[src/rtl/affine_write_gen.sv]
// Two-dimensional affine write-address generator: assigns each accepted data beat
// the address offset + x*x_stride + y*y_stride (x innermost) and issues one buffer write.
module affine_write_gen #(
    parameter int unsigned DATA_W = 16
) (
    input  logic              clk,
    input  logic              rst,
    input  logic              start,
    input  logic [15:0]       offset,
    input  logic [15:0]       x_max,
    input  logic [15:0]       x_stride,
    input  logic [15:0]       y_max,
    input  logic [15:0]       y_stride,
    input  logic              in_valid,
    input  logic [DATA_W-1:0] in_data,
    output logic              in_ready,
    output logic              wr_en,
    output logic [15:0]       wr_addr,
    output logic [DATA_W-1:0] wr_data,
    output logic              busy,
    output logic              done
);

    typedef enum logic [1:0] {
        IDLE,
        RUN,
        DONE
    } state_t;

    state_t              state_q;
    logic [15:0]         offset_q, x_max_q, x_stride_q, y_max_q, y_stride_q;
    logic [15:0]         x_cnt_q, y_cnt_q, x_acc_q, y_acc_q;
    logic                in_ready_q, wr_en_q, busy_q, done_q;
    logic [15:0]         wr_addr_q;
    logic [DATA_W-1:0]   wr_data_q;

    logic                accept;
    logic                x_last, y_last;
    logic [15:0]         wr_addr_d;

    always_comb begin
        accept    = in_valid && in_ready_q;
        x_last    = (x_cnt_q == x_max_q - 16'd1);
        y_last    = (y_cnt_q == y_max_q - 16'd1);
        wr_addr_d = offset_q + x_acc_q + y_acc_q;
    end

    always_ff @(posedge clk) begin
        if (rst) begin
            state_q    <= IDLE;
            offset_q   <= '0;
            x_max_q    <= '0;
            x_stride_q <= '0;
            y_max_q    <= '0;
            y_stride_q <= '0;
            x_cnt_q    <= '0;
            y_cnt_q    <= '0;
            x_acc_q    <= '0;
            y_acc_q    <= '0;
            in_ready_q <= 1'b0;
            wr_en_q    <= 1'b0;
            wr_addr_q  <= '0;
            wr_data_q  <= '0;
            busy_q     <= 1'b0;
            done_q     <= 1'b0;
        end else begin
            wr_en_q <= 1'b0;
            done_q  <= 1'b0;
            case (state_q)
                IDLE: begin
                    if (start) begin
                        offset_q   <= offset;
                        x_max_q    <= x_max;
                        x_stride_q <= x_stride;
                        y_max_q    <= y_max;
                        y_stride_q <= y_stride;
                        x_cnt_q    <= '0;
                        y_cnt_q    <= '0;
                        x_acc_q    <= '0;
                        y_acc_q    <= '0;
                        busy_q     <= 1'b1;
                        // An empty extent skips RUN entirely and only pulses done.
                        if (x_max == 16'd0 || y_max == 16'd0) begin
                            state_q <= DONE;
                            done_q  <= 1'b1;
                        end else begin
                            state_q    <= RUN;
                            in_ready_q <= 1'b1;
                        end
                    end
                end
                RUN: begin
                    if (accept) begin
                        wr_en_q   <= 1'b1;
                        wr_addr_q <= wr_addr_d;
                        wr_data_q <= in_data;
                        if (x_last && y_last) begin
                            state_q    <= DONE;
                            done_q     <= 1'b1;
                            in_ready_q <= 1'b0;
                        end else if (!x_last) begin
                            x_cnt_q <= x_cnt_q + 16'd1;
                            x_acc_q <= x_acc_q + x_stride_q;
                        end else begin
                            x_cnt_q <= '0;
                            x_acc_q <= '0;
                            y_cnt_q <= y_cnt_q + 16'd1;
                            y_acc_q <= y_acc_q + y_stride_q;
                        end
                    end
                end
                DONE: begin
                    state_q <= IDLE;
                    busy_q  <= 1'b0;
                end
                default: begin
                    state_q    <= IDLE;
                    busy_q     <= 1'b0;
                    in_ready_q <= 1'b0;
                end
            endcase
        end
    end

    assign in_ready = in_ready_q;
    assign wr_en    = wr_en_q;
    assign wr_addr  = wr_addr_q;
    assign wr_data  = wr_data_q;
    assign busy     = busy_q;
    assign done     = done_q;

endmodule

[config.mk]
export PLATFORM = sky130hd
export DESIGN_NAME = affine_write_gen
export DESIGN_NICKNAME = d
export VERILOG_FILES = /design/src/rtl/affine_write_gen.sv
export SDC_FILE = /design/constraint.sdc
export NUM_CORES = 1
export LEC_CHECK = 0
export ABC_AREA = 1
export CORE_MARGIN = 4
export CORE_UTILIZATION = 55
export CTS_CLUSTER_SIZE = 12
export DETAILED_ROUTE_END_ITERATION = 10
export GPL_ROUTABILITY_DRIVEN = 1
export GPL_TIMING_DRIVEN = 0
export PLACE_DENSITY = 0.75
export SETUP_SLACK_MARGIN = 0.02
export SLEW_MARGIN = 20
export SYNTH_ARGS = -nofsm -noshare
export SYNTH_HDL_FRONTEND = slang
export SYNTH_SLANG_ARGS = --single-unit
[constraint.sdc]
create_clock -name clk -period 5.9 [get_ports clk]
set_input_delay 0.59 -clock clk [delete_from_list [all_inputs] [get_ports clk]]
set_output_delay 0.59 -clock clk [all_outputs]
set_load 0.01 [all_outputs]
==> results by group, run 1 <==
CTS
  – Clock Latency Late Sink: 0.44 ns
  – Postcts setup bufs: 0
  – CTS tree: done
  – Clock H-tree levels: 4
  – Resized Gates After CTS: 0
  – Hold bufs inserted after CTS: 0
  – CTS Sinks: ~180
  – Num CTS Buffers: 17
  – Clock tree buffer depth: 2
  – Root buffer cell: clkbuf_16
  – Clk slew on worst S/H paths: approximately 0.070 ns

Cells and area
  – Final std cells w/o fill: ~2,200
  – Multi-input gate area: 7002 µm²
  – Finished Cell Area: 13,990 µm²
  – Share of layout cells above drive strength 1: under 10%
  – Reg area: ~3600 µm²
  – P&R area growth vs syn: 19.43%
  – Layout fillers: ~2,000
  – Final Util: roughly two thirds
  – Final nets: approximately 2,100
  – Antenna cells: 0

Synth
  – Area fraction of the dominant cell type after synthesis: between 30% and 40%
  – Synth warnings: 0
  – Top cells by area, synth: dfxtp_1 (31%), nand2_1 (11%), nand3_1 (8.2%)
  – Syn avg cell area: 6.751 µm²
  – Mapped cell area: 11,710 µm²
  – Top post-synthesis cells by count: nand2_1 (338), nor2_1 (203), nand3_1 (191)
  – Post-synthesis cell type count: 43
  – Number of synthesized register bits: 182
  – EDFF count, synth: 0
  – Synth async-reset ratio: 0%
  – Post-Syn Nets: about 1,900
  – Post-synthesis sequential area ratio: a little under a third
  – Top_reg_cell synth: dfxtp_1
  – Mapped Cells: 1,735
  – Count leader, synth: nand2_1
  – Synth area leader: dfxtp_1

Placed design
  – IO Port Bufs: about 130
  – # placed instances: 2,144
  – Dpl cell area: about 13,000 µm²
  – Hpwl dp: 28.05 mm
  – Routability cong.: about 0.94

Timing
  – Final period utilization: 51.48%
  – Final hold viol count: 0
  – Fin crit period: between 3 and 4 ns
  – Relative slew slack: 42.35%
  – Max Slew Vio Count: 0
  – Worst clock skew: between 0.01 and 0.015 ns
  – RSZ-0062 raised after global routing: false
  – FMAX: between 300 and 400 MHz
  – Setup violators final: 0
  – Setup TNS: 0 ns
  – Worst-Margin Slew: between 0.8 and 0.9 ns

Worst setup path
  – Crit Reg-Reg Startpoint: y_acc_q[3]$_SDFFE_PP0P_
  – Crit start category: flip-flop
  – FF-to-FF path depth: 11
  – Crit path max fanout: 4
  – CP Capture Type: flip-flop
  – Crit path kind: flip-flop to flip-flop
  – WP data required: approximately 6.3 ns
  – Worst path arrival time: 3.42 ns
  – RR Endpoint: wr_addr[12]$_SDFFE_PP0P_
  – Reg-to-reg slack, setup: around 2.9 ns

Drt
  – Total number of vias: ~12,000
  – Met1 Routed Length: 16.02 mm
  – Drt pass-1 iters: 5
  – Final WL: around 36 mm
  – Top sig layer: met4
  – Routed vias/inst: 5.473
  – WL met3: 2.555 mm
  – WL/cell: 16.35 µm
  – Antenna Nets Post-Route: 0
  – DRT iter0 DRCs: about 950
  – Metal2 WL: between 15 and 20 mm
  – Drt drc: 0

Floorplanning
  – Starting Density: a little under three fifths
  – Die Ht: 153.9 µm
  – Die width: roughly 150 µm
  – Cell row count: 53
  – Die ar.: around 24,000 µm²
  – Ports: about 140
  – Core area: approximately 21,000 µm²

Global route
  – All-Layer GR Usage: 29.69%
  – Vias in the first global route: roughly 11,000
  – Grt total ovfl: 0
  – Largest net degree at the start of global routing: 19
  – First-pass GRT wire length: about 57 mm
  – Initial antenna violation count: 0

Power and ir drop
  – Overall power: 6.270 mW
  – Power per cell area: 448.3 nW/µm²
  – VDD IR max: approximately 0.2 mV
  – Pleak: about 5.9 nW

Hold path
  – Worst Hold Class: flip-flop to flip-flop
  – Hold endpoint: y_stride_q[3]$_SDFFE_PP0P_
  – Hold depth: 2
  – Hold_sp: y_stride_q[3]$_SDFFE_PP0P_

Outcome
  – Outcome: complete, no violations

Flow run
  – MaxCap Viol Count: 0
[cell families after synthesis]
logic type | after synthesis | share of synthesized area (%)
simple gates | 880 | 34.00
fa+ha+maj | 66 | 8.204
buf+inv | 269 | 9.134
xor+xnor | 81 | 6.057
compound gates | 257 | 11.49
flops | 182 | 31.11
[worst max-delay path, cell delays in order, from the launching register on]
cell and delay [ns]:
dfxtp_1 0.49, fa_1 0.49, ha_1 0.36, nand3_1 0.12
a21oi_1 0.28, nor2_1 0.10, o21ai_0 0.29, a21boi_0 0.20
o21ai_0 0.25, xor2_1 0.25, o21ai_1 0.09, inv_1 0.07
[how the worst max path moves through the flow]
stage | startpoint | end | slack [ns] | depth (start not counted)
after global routing | y_acc_q[3]$_SDFFE_PP0P_ | wr_addr[12]$_SDFFE_PP0P_ | 2.69 | 11
after floorplan | x_acc_q[1]$_SDFFE_PP0P_ | wr_addr[11]$_SDFFE_PP0P_ | 3.36 | 12
after CTS | y_acc_q[3]$_SDFFE_PP0P_ | wr_addr[12]$_SDFFE_PP0P_ | 2.97 | 11
after global placement | in_valid | offset_q[3]$_SDFFE_PP0P_ | 2.69 | 8
final | y_acc_q[3]$_SDFFE_PP0P_ | wr_addr[12]$_SDFFE_PP0P_ | 2.86 | 11
after detailed placement | in_valid | in_ready$_SDFFE_PP0P_ | 3.00 | 10
[cell usage in the layout (no fill, tap or decap), drive strengths merged, types with 4 or more instances in the layout]
cell type / synthesis / final
nor3b: 4 / 4
ha: 48 / 48
nand4: 48 / 48
nand2: 347 / 347
o21ai: 133 / 133
nand3: 197 / 197
xor2: 51 / 51
nor3: 31 / 31
clkdlybuf4s50: 0 / 134
nand3b: 10 / 10
xnor2: 30 / 30
fa: 18 / 18
inv: 195 / 203
clkbuf: 52 / 69
nor2: 224 / 224
o211ai: 5 / 5
nor4: 11 / 11
a21oi: 101 / 101
buf: 22 / 22
dfxtp: 182 / 182
[through the flow]
step	hold WS (ns)	worst slack [ns]
3_5_place_dp	0.4645	3.004
4_1_cts	0.4814	2.966
6_report	0.4754	2.863
2_1_floorplan	0.4495	3.357
5_1_grt	0.5000	2.688
3_3_place_gp	0.4611	2.686
[cell type report]
cell class / count / area share (%)
flip-flops and latches: 182 / 26.05
clock inverters: 15 / 1.163
well taps: 275 / 2.460
plain buffers: 74 / 2.415
inverters: 195 / 5.233
multi-input cells: 1284 / 50.05
clock buffers: 17 / 3.041
repair buffers: 134 / 9.589
[flip-flops by register name (all words and copies together) (netlist names), 16 cells and up]
name and cells:
offset_q 16, wr_addr 16, wr_data 16, x_acc_q 16
x_cnt_q 16, x_max_q 16, x_stride_q 16, y_acc_q 16
y_cnt_q 16, y_max_q 16, y_stride_q 16
[layer usage]
layer / track usage, % / up-vias
li1: - / 6018
met1: 40.45 / 5445
met2: 47.69 / 395
met3: 5.376 / 51
met4: 10.01 / 0
met5: 0 / -
[where the power goes]
group	leakage, nW	switching [mW]	internal [mW]
Sequential	1.48	0.291	1.51
Clock	0.281	0.567	0.603
Combinational	4.10	2.15	1.14
Total	5.87	3.01	3.26
Note: power is estimated with default switching activity, not from simulation.
==> run 2: changes to the inputs <==
Clock period 5.9 ns to 2.95 ns, I/O delays scaled along.
==> run 2 against run 1 <==
  * Global-route usage unchanged
  * Setup slack worse by 2.7 ns
  * Wire length is 0.17% higher
  * Clock power rose by 100%
  * Cell count unchanged
  * Die area did not move
  * Critical endpoint is now wr_addr[15]$_SDFFE_PP0P_
  * Largest power group unchanged
==> results by group, run 2 (same netlist as run 1, synthesis figures left out) <==
Timing
  – Relative slew slack: 42.08%
  – Setup violators final: 0
  – FMAX: about 360 MHz
  – Setup TNS: 0 ns
  – RSZ-0062 raised after global routing: false
  – Worst-Margin Slew: around 0.86 ns
  – Final period utilization: between 90% and 100%
  – Fin crit period: roughly 2.8 ns
  – Final hold viol count: 0
  – Worst clock skew: between 0.01 and 0.015 ns
  – Max Slew Vio Count: 0

Drt
  – Top sig layer: met4
  – Antenna Nets Post-Route: 0
  – DRT iter0 DRCs: between 1,000 and 1,500
  – Metal2 WL: between 15 and 20 mm
  – Met1 Routed Length: roughly 16 mm
  – Final WL: 35.64 mm
  – Routed vias/inst: approximately 5.5
  – WL met3: about 2.4 mm
  – Drt drc: 0
  – WL/cell: between 15 and 20 µm
  – Drt pass-1 iters: 5
  – Total number of vias: 11,960

CTS
  – Clk slew on worst S/H paths: about 0.080 ns
  – Clock H-tree levels: 4
  – Root buffer cell: clkbuf_16
  – Postcts setup bufs: 0
  – Hold bufs inserted after CTS: 0
  – CTS tree: done
  – Clock tree buffer depth: 2
  – Clock Latency Late Sink: ~0.44 ns
  – CTS Sinks: 182
  – Num CTS Buffers: 17
  – Resized Gates After CTS: 1

Cells and area
  – Most frequent cells in the layout: nand2_1 (338), nor2_1 (202), nand3_1 (191)
  – Share of layout cells above drive strength 1: under 10%
  – Most common cell after layout, fill and taps aside: nand2_1
  – P&R area growth vs syn: 19.54%
  – Final nets: approximately 2,000
  – Final Util: 66.81%
  – Layout fillers: around 2,000
  – Antenna cells: 0

Floorplanning
  – Ports: about 140
  – Die width: around 150 µm
  – Core area: 20,960 µm²
  – Cell row count: 53
  – Starting Density: ~56%
  – Die ar.: 23,690 µm²
  – Die Ht: 153.9 µm

Power and ir drop
  – Comb pwr share: 52.6%
  – Net Sw Power: around 6 mW
  – VDD IR max: about 0.4 mV
  – Power per cell area: 896.0 nW/µm²
  – Pleak: 5.869 nW
  – Net Sw Frac: 48.04%
  – P_int: approximately 6.5 mW
  – Reg power frac: 28.8%
  – Clock share of power: a little under a fifth

Placed design
  – Hpwl dp: 28.05 mm
  – IO Port Bufs: 134
  – Routability cong.: about 0.94

Worst setup path
  – Worst path arrival time: between 3 and 4 ns
  – CP Capture Type: flip-flop
  – Crit path kind: flip-flop to flip-flop
  – Crit path max fanout: 4
  – Crit start category: flip-flop
  – WP data required: roughly 3.3 ns

Global route
  – Vias in the first global route: roughly 11,000
  – All-Layer GR Usage: between 20 and 30%
  – Largest net degree at the start of global routing: 19
  – First-pass GRT wire length: approximately 57 mm
  – Initial antenna violation count: 0
  – Grt total ovfl: 0

Outcome
  – Outcome: complete, no violations

Flow run
  – MaxCap Viol Count: 0

Hold path
  – Worst Hold Class: input pin to flip-flop
-- run 2: per-layer routing --
layer | GRT usage (%) | vias to the layer above
met5 | 0 | -
met1 | 40.45 | 5511
met2 | 47.69 | 386
met3 | 5.376 | 55
li1 | - | 6009
met4 | 10.01 | 0
-- run 2: area by class of cell --
type | instances | area (µm²) | area share [%]
Timing Repair Buffer | 134 | 1341 | 9.580
Clock buffer | 17 | 425.4 | 3.038
Buffer | 74 | 337.8 | 2.413
Multi-Input combinational cell | 1284 | 7013 | 50.09
Sequential cell | 182 | 3645 | 26.03
Inverter | 195 | 732.0 | 5.228
Clock inverter | 15 | 162.7 | 1.162
Tap cell | 275 | 344.1 | 2.458
-- run 2: through the flow --
stage / std cells / area [µm²] / worst slack (ns) / power (mW) / hold slack [ns]
final: 2176 / 14000 / 0.1988 / 12.55 / 0.4279
after global routing: 2176 / 14000 / 0.02084 / 13.61 / 0.4395
after CTS: 2176 / 13990 / 0.06949 / 12.50 / 0.4145
after detailed placement: 2144 / 13400 / 0.05885 / 10.13 / 0.4645
after global placement: 2144 / 13400 / 0.03076 / 10.01 / 0.4611
after floorplan: 1735 / 11710 / 0.4068 / 8.282 / 0.4299
-- run 2: power by group through the flow --
stage          combinational (mW)  sequential, mW  clock, mW
2_1_floorplan                4.78            3.51          0
3_3_place_gp                 6.36            3.65          0
3_5_place_dp                 6.47            3.66          0
4_1_cts                      6.52            3.61       2.37
5_1_grt                      7.46            3.68       2.47
6_report                     6.59            3.61       2.34
-- run 2: path summary, 6_finish.rpt --
path | to | slack [ns] | startpoint | cells after the start
worst min register to register | y_stride_q[3]$_SDFFE_PP0P_ | 0.48 | y_stride_q[3]$_SDFFE_PP0P_ | 2
worst max register to register | wr_addr[15]$_SDFFE_PP0P_ | 0.20 | x_acc_q[1]$_SDFFE_PP0P_ | 11
worst max-delay path | wr_addr[15]$_SDFFE_PP0P_ | 0.20 | x_acc_q[1]$_SDFFE_PP0P_ | 11
worst min-delay path | wr_data[3]$_SDFFE_PP0P_ | 0.43 | in_data[3] | 3
-- run 2: critical path, cell delays in order, from the launching register on --
cell      delay [ns]
dfxtp_1         0.40
fa_1            0.55
ha_1            0.18
inv_1           0.07
fa_1            0.50
o31ai_1         0.43
nand3_1         0.16
a21oi_1         0.16
nor2_1          0.05
nand2_1         0.05
o211ai_1        0.08
inv_1           0.07
==> run 3: changes to the inputs <==
Settings changed: ABC_AREA 1 to default, MAX_ROUTING_LAYER from default to met4, PLACE_DENSITY 0.75 to 0.76.
==> run 3 against run 2 <==
  * The flow now finishes with violations (setup timing)
  * First-iteration DRC count is 24% lower
  * Combinational power is 78% lower
  * Fmax is 15% lower
  * Sequential share of layout area is 0.85 points higher
  * Total power is 49% lower
  * Cell count is 21% lower
  * Register-to-register slack worse by 0.50 ns
  * Sequential power is 26% lower
==> results by group, run 3 <==
Drt
  – Total number of vias: around 10,000
  – Drt drc: 0
  – DRT iter0 DRCs: 780
  – Drt pass-1 iters: 7
  – WL/cell: roughly 19 µm
  – Final WL: approximately 32 mm
  – Routed vias/inst: around 6.0
  – Antenna Nets Post-Route: 0

Worst setup path
  – Critical path's slowest cell: or4_4
  – Crit path kind: flip-flop to flip-flop
  – FF-to-FF path depth: 13
  – Worst path max stage delay: 0.56 ns
  – Reg-to-reg slack, setup: -0.30 ns
  – CP Capture Type: flip-flop
  – Worst path arrival time: 3.60 ns
  – CP Buf/Inv Count: 3
  – CP Cell Sequence: inv_2 > ha_4 > or4b_4 > nor4_4 > xnor2_1 > nand4_1 > or4_4 > nor4bb_2 > buf_4 > a21o_4 > clkbuf_16 > nand2_2 > a21oi_1
  – WP data required: between 3 and 4 ns
  – Crit start category: flip-flop
  – Crit path max fanout: 5
  – Worst path top cell family by delay: simple AND/OR/NAND/NOR gates
  – Cell depth of the worst setup path: 13

Power and ir drop
  – VDD IR max: around 0.40 mV
  – Pleak: about 5 nW
  – Clock share of power: roughly 36%
  – Power per cell area: 471.6 nW/µm²
  – Net Sw Power: about 2.0 mW
  – Comb pwr share: between 20% and 30%
  – P_int: roughly 4.5 mW
  – Reg power frac: about two fifths
  – Net Sw Frac: a little under a third

Timing
  – Max Slew Vio Count: 0
  – Hold Slack: ~0.4 ns
  – Setup TNS: -11.55 ns
  – Final hold viol count: 0
  – Relative slew slack: 32.30%
  – FMAX: 307.4 MHz
  – Final period utilization: 110.3%
  – Worst clock skew: roughly 0.012 ns
  – Final worst slack: -0.3036 ns
  – Fin crit period: ~3.3 ns
  – Worst-Margin Slew: 1.009 ns
  – RSZ-0062 raised after global routing: true
  – Setup violators final: 67

Floorplanning
  – Cell row count: roughly 50
  – Starting Density: between 50 and 60%
  – Die Ht: 144.0 µm
  – Die ar.: 20,740 µm²
  – Ports: ~140
  – Die width: 144.0 µm
  – Core area: approximately 18,000 µm²

Placed design
  – Routability cong.: 0.9110
  – # placed instances: approximately 1,600
  – Hpwl dp: 21.81 mm
  – IO Port Bufs: around 140

Cells and area
  – Final nets: about 1,600
  – Most common cell after layout, fill and taps aside: nand2_1
  – P&R area growth vs syn: 34.25%
  – Share of layout cells above drive strength 1: roughly 16%
  – Most frequent cells in the layout: nand2_1 (264), dfxtp_1 (166), a21oi_1 (151)
  – Final std cells w/o fill: 1,710
  – Antenna cells: 0

CTS
  – Hold bufs inserted after CTS: 0
  – Clk slew on worst S/H paths: ~0.070 ns
  – Clock tree buffer depth: 2
  – Clock H-tree levels: 4
  – CTS tree: done
  – Num CTS Buffers: 17
  – Clock Latency Late Sink: 0.44 ns
  – Root buffer cell: clkbuf_16
  – CTS Sinks: 182

Hold path
  – Hold depth: 3
  – Worst Hold Class: input pin to flip-flop

Synth
  – Post-Syn Nets: about 1,400
  – Top_reg_cell synth: dfxtp_1
  – Compound-Gate Fraction of Synth Area: around a fifth
  – Post-synthesis sequential area ratio: 35.80%
  – Count leader, synth: nand2_1
  – Largest family of logic cells by synthesized area: simple AND/OR/NAND/NOR gates
  – Mapped Cells: ~1,300
  – Syn avg cell area: 8.039 µm²
  – Number of synthesized register bits: 182
  – Mapped cell area: 10,180 µm²
  – Post-synthesis cell type count: 70
  – Synth area leader: dfxtp_1
  – Top cells by area, synth: dfxtp_1 (36%), nand2_1 (9.8%), a21oi_1 (8.5%)
  – Simple logic cell fraction of the synthesized area: roughly a quarter
  – Multiplexer share of the synthesized area: less than 1%
  – Adder-Cell Fraction of Synth Area: around a tenth
  – Synth Area in XOR/XNOR: under 10%
  – Synth async-reset ratio: 0%
  – Synth warnings: 0
  – Top post-synthesis cells by count: nand2_1 (266), dfxtp_1 (182), a21oi_1 (173)
  – EDFF count, synth: 0
  – Area fraction of the dominant cell type after synthesis: 35.80%

Outcome
  – Failing checks: setup timing
  – Outcome: complete, but fails checks

Global route
  – Largest net degree at the start of global routing: 17
  – Initial antenna violation count: 0
  – All-Layer GR Usage: 29.31%
  – Grt total ovfl: 0
  – First-pass GRT wire length: ~47 mm
  – Vias in the first global route: roughly 9,300

Flow run
  – MaxCap Viol Count: 0
## run 3: cell count changes after synthesis, moves of 13 or more
cell      delta
inv_1      -157
nand3_1    -153
nor2_1     -142
o21ai_0    -102
a21oi_1     +72
nand2_1     -72
nand4_1     -37
xnor2_1     +35
xor2_1      -25
or3_1       +23
nand2b_1    +16
inv_2       -14
nor2_2      -13
## run 3: metrics by stage
step           area [µm²]  setup WS, ns  util, %  total power [mW]
2_1_floorplan       10260      -0.05707        -             3.478
4_1_cts             13060       -0.1734    72.20             6.283
6_report            13660       -0.3036    75.54             6.444
5_1_grt             13660       -0.3433    75.54             6.667
3_3_place_gp        11900       -0.4638    65.80             3.879
3_5_place_dp        11900       -0.5196    65.80             3.900
## run 3: power by group through the flow
| stage | Combinational (mW) | Clock [mW] | Sequential (mW) |
|---|---|---|---|
| 2_1_floorplan | 0.774 | 0 | 2.70 |
| 3_3_place_gp | 1.16 | 0 | 2.72 |
| 3_5_place_dp | 1.18 | 0 | 2.72 |
| 4_1_cts | 1.33 | 2.28 | 2.67 |
| 5_1_grt | 1.59 | 2.38 | 2.69 |
| 6_report | 1.48 | 2.29 | 2.68 |
## run 3: layout make-up
type | count | area [µm²]
Clock inverter | 12 | 127.6
Buffer | 61 | 302.8
Inverter | 24 | 90.09
Multi-Input combinational cell | 998 | 6912
Tap cell | 229 | 286.5
Sequential cell | 182 | 3674
Fill cell | 1323 | 4423
Clock buffer | 20 | 446.7
Timing Repair Buffer | 184 | 1824
## run 3: kinds of logic (layout without fill, tap and decap cells)
| family | count (synthesis) | in the layout |
|---|---|---|
| AOI/OAI and AO/OA | 310 | 311 |
| xor gates and xnor gates | 92 | 92 |
| adders and majority gates | 66 | 66 |
| buffers and inverters | 87 | 301 |
| DFF | 182 | 182 |
| muxes | 5 | 5 |
| and+or+nand+nor | 524 | 524 |
## run 3: metal layers
layer / global-route usage [%] / vias to the layer above / share of wire (%) / wire (µm)
met5: - / - / 0 / 0
met1: 37.09 / 4880 / 42 / 13260
li1: - / 4846 / - / -
met4: 12.34 / 0 / 4.1 / 1316
met2: 47.04 / 379 / 49 / 15410
met3: 4.332 / 94 / 5.5 / 1759
## run 3: worst min-delay path, stage by stage
cell             delay [ns]
clkdlybuf4s50_1        0.39
nand2_1                0.05
a21oi_1                0.05
## run 3: timing repair
action / in CTS / in global routing
hold endpoints to repair: 0 / 0
buffers inserted: 30 / 15
resized for setup: 89 / 100
pin swaps: 45 / 53
setup endpoints to repair: 71 / 71
cloned: 3 / 2
## run 3: final timing paths
check                                 from                       end
setup / recovery   y_max_q[0]$_SDFFE_PP0P_   x_acc_q[0]$_SDFFE_PP0P_
hold / removal                   offset[1]  offset_q[1]$_SDFFE_PP0P_
setup reg to reg   y_max_q[0]$_SDFFE_PP0P_   x_acc_q[0]$_SDFFE_PP0P_
hold reg to reg   wr_addr[12]$_SDFFE_PP0P_  wr_addr[12]$_SDFFE_PP0P_
